==> src/rtl/regfile_wb_arbiter.sv <==
// regfile_wb_arbiter: two-source register-file writeback arbiter with a busy scoreboard
//
// Ports:
//   clk, rst                      clock and synchronous active-high reset
//   alu_valid_i/ready_o/reg_i/data_i  ALU writeback handshake
//   mem_valid_i/ready_o/reg_i/data_i  load writeback handshake
//   issue_valid_i, issue_reg_i    destination register being issued (marks it busy)
//   rs_i, rt_i                    decode read addresses
//   rs_busy_o, rt_busy_o          busy bit of rs/rt (0 when out of range)
//   busy_o                        full scoreboard vector
//   reg_write_o, write_reg_o, write_data_o  registered register-file write port
module regfile_wb_arbiter #(
    parameter int DATA_W   = 32,
    parameter int ADDR_W   = 5,
    parameter int NUM_REGS = 8
) (
    input  logic                clk,
    input  logic                rst,
    input  logic                alu_valid_i,
    output logic                alu_ready_o,
    input  logic [ADDR_W-1:0]   alu_reg_i,
    input  logic [DATA_W-1:0]   alu_data_i,
    input  logic                mem_valid_i,
    output logic                mem_ready_o,
    input  logic [ADDR_W-1:0]   mem_reg_i,
    input  logic [DATA_W-1:0]   mem_data_i,
    input  logic                issue_valid_i,
    input  logic [ADDR_W-1:0]   issue_reg_i,
    input  logic [ADDR_W-1:0]   rs_i,
    input  logic [ADDR_W-1:0]   rt_i,
    output logic                rs_busy_o,
    output logic                rt_busy_o,
    output logic [NUM_REGS-1:0] busy_o,
    output logic                reg_write_o,
    output logic [ADDR_W-1:0]   write_reg_o,
    output logic [DATA_W-1:0]   write_data_o
);
    localparam int IDX_W = $clog2(NUM_REGS);

    logic                prio_q, prio_d;
    logic                reg_write_q, reg_write_d;
    logic [ADDR_W-1:0]   write_reg_q, write_reg_d;
    logic [DATA_W-1:0]   write_data_q, write_data_d;
    logic [NUM_REGS-1:0] busy_q, busy_d;
    logic [ADDR_W-1:0]   sel_reg;
    logic [DATA_W-1:0]   sel_data;
    logic                commit;

    function automatic logic in_range(input logic [ADDR_W-1:0] a);
        return (a >> IDX_W) == '0;
    endfunction

    // prio_q=0 favours ALU, 1 favours MEM; only consulted when both are valid
    assign alu_ready_o = !rst && alu_valid_i && (!mem_valid_i || !prio_q);
    assign mem_ready_o = !rst && mem_valid_i && (!alu_valid_i || prio_q);

    always_comb begin
        sel_reg      = alu_ready_o ? alu_reg_i : mem_reg_i;
        sel_data     = alu_ready_o ? alu_data_i : mem_data_i;
        // out-of-range grants still handshake but produce no write and keep the old address/data
        commit       = (alu_ready_o || mem_ready_o) && in_range(sel_reg);
        prio_d       = alu_ready_o ? 1'b1 : (mem_ready_o ? 1'b0 : prio_q);
        reg_write_d  = commit;
        write_reg_d  = commit ? sel_reg : write_reg_q;
        write_data_d = commit ? sel_data : write_data_q;
    end

    // clear on commit first so a same-edge issue to that register wins
    always_comb begin
        busy_d = busy_q;
        if (reg_write_q)
            busy_d[write_reg_q[IDX_W-1:0]] = 1'b0;
        if (issue_valid_i && in_range(issue_reg_i))
            busy_d[issue_reg_i[IDX_W-1:0]] = 1'b1;
    end

    always_ff @(posedge clk) begin
        if (rst) begin
            prio_q       <= 1'b0;
            reg_write_q  <= 1'b0;
            write_reg_q  <= '0;
            write_data_q <= '0;
            busy_q       <= '0;
        end else begin
            prio_q       <= prio_d;
            reg_write_q  <= reg_write_d;
            write_reg_q  <= write_reg_d;
            write_data_q <= write_data_d;
            busy_q       <= busy_d;
        end
    end

    assign rs_busy_o    = in_range(rs_i) && busy_q[rs_i[IDX_W-1:0]];
    assign rt_busy_o    = in_range(rt_i) && busy_q[rt_i[IDX_W-1:0]];
    assign busy_o       = busy_q;
    assign reg_write_o  = reg_write_q;
    assign write_reg_o  = write_reg_q;
    assign write_data_o = write_data_q;
endmodule

==> config.mk <==
export PLATFORM = sky130hd
export DESIGN_NAME = regfile_wb_arbiter
export DESIGN_NICKNAME = d
export VERILOG_FILES = /design/src/rtl/regfile_wb_arbiter.sv
export SDC_FILE = /design/constraint.sdc
export NUM_CORES = 1
export LEC_CHECK = 0
export CAP_MARGIN = 25
export CORE_MARGIN = 2
export CORE_UTILIZATION = 35
export CTS_CLUSTER_SIZE = 40
export DETAILED_ROUTE_END_ITERATION = 8
export PLACE_DENSITY_LB_ADDON = 0.1
export SLEW_MARGIN = 40
export SYNTH_ARGS = -nofsm -noshare
export SYNTH_HDL_FRONTEND = slang
export SYNTH_SLANG_ARGS = --single-unit
==> constraint.sdc <==
create_clock -name clk -period 1.6 [get_ports clk]
set_input_delay 0.4 -clock clk [delete_from_list [all_inputs] [get_ports clk]]
set_output_delay 0.4 -clock clk [all_outputs]
set_load 0.005 [all_outputs]
==> impl_results.md <==
* Gr usage total at 0.184
* CTS Root Cell: clkbuf_8
* Yosys reg bits at 47
* RSZ-0062 raised after global routing: yes
* Multiplexer area fraction after synthesis at 0.219
* LEAKAGE at 2.15 nW
* Clock skew at 0.00693 ns
* DIE WIDTH at 90.1 um
* Slowest CP cell: mux4_2
* CP cell instances: clkdlybuf4s15_2, mux4_2, mux2i_1, nor3_1, buf_2
* Ys flop type: dfxtp_1
* Max_cap viols at 0
* Post-route DRC violation count at 0
* Critical path class: input port to output port
* Crit path time final at 1.81 ns
* Worst skew pair latency at 0.30 ns
* Hpwl dp at 5490 um
* Syn avg cell area at 8.65 sq um
* Ys async rst share at 0
* Floorplan core area at about 7000 sq um
* Crit share post-route at 1.13
* Non-filler instance count after layout at 565
* Crit Path Max Fanout at 2
* Compound-Gate Fraction of Synth Area at 0.116
* CP startpoint: rt_i[0]
* IO buf count at approximately 140
* Cells after Synth at 300
* Antenna diode count at 0
* Inserted Clock Buffers at 5
* XOR/XNOR share of the synthesized area at 0
* Rel. slew slack at 0.731
* P_int at 0.00194 W
* Peak supply drop at 0.327 mV
* CP endpoint kind: output port
* Clk pwr share at 0.268
* Area Growth Syn to Fin at 76.5%
* Beginning of the worst hold path: write_reg_o[4]
* Hold Crit Class: register to register
* Layout Nets at 559
* Comb power frac at 0.264
* Ports at 144
* Largest stage delay, worst path at approximately 0.48 ns
* Post-synth EDFFs at 0
* Syn_nets at 394
* Die Span Y at between 90 and 100 um
* # hold bufs at CTS at 0
* H-tree depth at 2
* Post-Place Cells at 549
* Adder-Cell Fraction of Synth Area at 0
* Die Footprint at between 8000 and 9000 sq um
* DR iter-0 viols at 61
* Routability congestion estimate at 0.732
* CTS tree: done
* Sw power at 0.000668 W
* First-pass GRT wire length at 12,400 um
* DRT Pass-1 Iters at 4
* WHS at between 0.5 and 0.6 ns
* Reg2reg start: prio_q
* Largest net degree at the start of global routing at 42
* Slew @ Worst Pin at 0.403 ns
* CP arrival at 1.41 ns
* Simple-Gate Fraction of Synth Area at 0.259
* Setup violations, final at 2
* Violated checks: negative setup slack
* Wire per inst at about 13 um
* CTS Sinks at 47
* Slew Limit Fails at 0
* CP startpoint kind: input port
* Initial Util at 0.360
* Commonest cells after routing, fill and taps aside: clkdlybuf4s50_1, nand2_1, nor2b_1
* Layout cells sized above 1 at 0.234
* Final Hold Fails at 0
* Routed vias/inst at 4.64
* Routed wire length at 7560 um
* Sw Share at 0.256
* Post-Syn Area at approximately 2600 sq um
* Outcome: complete, but fails checks
* Final WS setup at -0.208 ns
* Fill cells at between 600 and 700
* Initial antenna violation count at 0
* Most common cell after layout, fill and taps aside: clkdlybuf4s50_1
* Clock Path Buffers at 2
* DRT antenna net count at 0
* Fmax at about 550 MHz
* DR vias at 2,623
* Netlist cell types at 32
* # rows at 31
* Clock slew at reported path FFs at 0.08 ns
* Seq pwr share at 0.467
* Gr ovfl total at 0
* Synth warnings at 0
* Sequential element share of the synthesized area at 0.363
* CP Data Required Time at 1.20 ns
* Largest family of logic cells by synthesized area: simple AND/OR/NAND/NOR gates
* Vias in the first global route at 2,650
* Ratio of total power to cell area at 571 nW/um^2
[through the flow]
stage                     setup slack, ns  utilization  cell area (sq um)  power (W)  TNS, ns
final                              -0.208        0.634               4580    0.00261   -0.413
after detailed placement           -0.878        0.598               4320    0.00191   -21.82
after floorplan                    0.0441            -               2590    0.00150        0
after CTS                          -0.235        0.639               4610    0.00266   -0.657
after global routing               -0.290        0.634               4580    0.00274   -0.569
after global placement             -0.870        0.598               4320    0.00190   -21.13
[routing by layer]
metal / share of wire / GRT usage / vias to the layer above
li1: - / - / 1341
met1: 0.44 / 0.211 / 1189
met5: 0 / 0 / -
met3: 0.066 / 0.0570 / 5
met4: 0.0056 / 0.0346 / 0
met2: 0.49 / 0.336 / 88
[logic make-up after synthesis]
group                  count (synthesis)
AND/OR/NAND/NOR                      141
multiplexers                          41
AO/OA/AOI/OAI                         50
buffers and inverters                 21
flip-flops                            47
[sequential cells by signal, indices dropped and copies added (netlist names)]
| register | cells |
|---|---|
| prio_q | 1 |
| write_data_o | 32 |
| write_reg_o | 5 |
| busy_o | 8 |
| reg_write_o | 1 |
[critical path: cells and delay by family]
family	cells	cell delay, ns
AND/OR/NAND/NOR	1	0.05
multiplexers	2	0.63
buffers and inverters	2	0.32
[power by group through the flow]
| stage | sequential [W] | clock (W) | combinational (W) |
|---|---|---|---|
| global route | 0.00123 | 0.000762 | 0.000749 |
| global placement | 0.00125 | 0 | 0.000652 |
| CTS | 0.00122 | 0.000728 | 0.000711 |
| detailed placement | 0.00125 | 0 | 0.000658 |
| floorplan | 0.00125 | 0 | 0.000247 |
| finish | 0.00122 | 0.000701 | 0.000691 |
[what timing repair did]
action                                  CTS  global route
endpoints found under the setup margin   48            33
gates resized for setup                  62            19
gates cloned                              4             0
buffers inserted                          8             0
pin swaps                                 7             6
[synthesized netlist by cell type, types with 2 or more instances]
| cell | count | area, sq um |
|---|---|---|
| a22oi_1 | 5 | 37.5 |
| nand2_1 | 75 | 282 |
| buf_1 | 2 | 7.51 |
| buf_2 | 9 | 45.0 |
| mux2i_1 | 2 | 20.0 |
| nand3_1 | 3 | 15.0 |
| buf_6 | 3 | 33.8 |
| nor3_1 | 2 | 10.0 |
| a32oi_1 | 2 | 17.5 |
| mux2_4 | 17 | 255 |
| mux4_2 | 4 | 90.1 |
| a21oi_1 | 36 | 180 |
| and3b_1 | 2 | 17.5 |
| nor2_1 | 12 | 45.0 |
| mux2_2 | 18 | 203 |
| nor2b_1 | 41 | 257 |
| dfxtp_1 | 47 | 941 |
| clkbuf_1 | 6 | 22.5 |
[path summary, 6_finish.rpt]
kind                                   endpoint  slack (ns)  cells past startpoint
worst max-delay path                  rt_busy_o       -0.21                      5
worst min-delay path             write_reg_o[4]        0.51                      1
worst max register to register  write_data_o[2]        0.05                      6
worst min register to register   write_reg_o[4]        0.51                      1
[layout make-up]
class,count,area [sq um],area share
flip-flops and latches,47,956,0.209
multi-input cells,232,1600,0.350
inverters,1,3.75,0.000820
clock inverters,3,15.0,0.00328
well taps,99,124,0.0271
repair buffers,178,1810,0.395
clock buffers,5,68.8,0.0150
No activity file was read; power rests on OpenSTA's default activity.
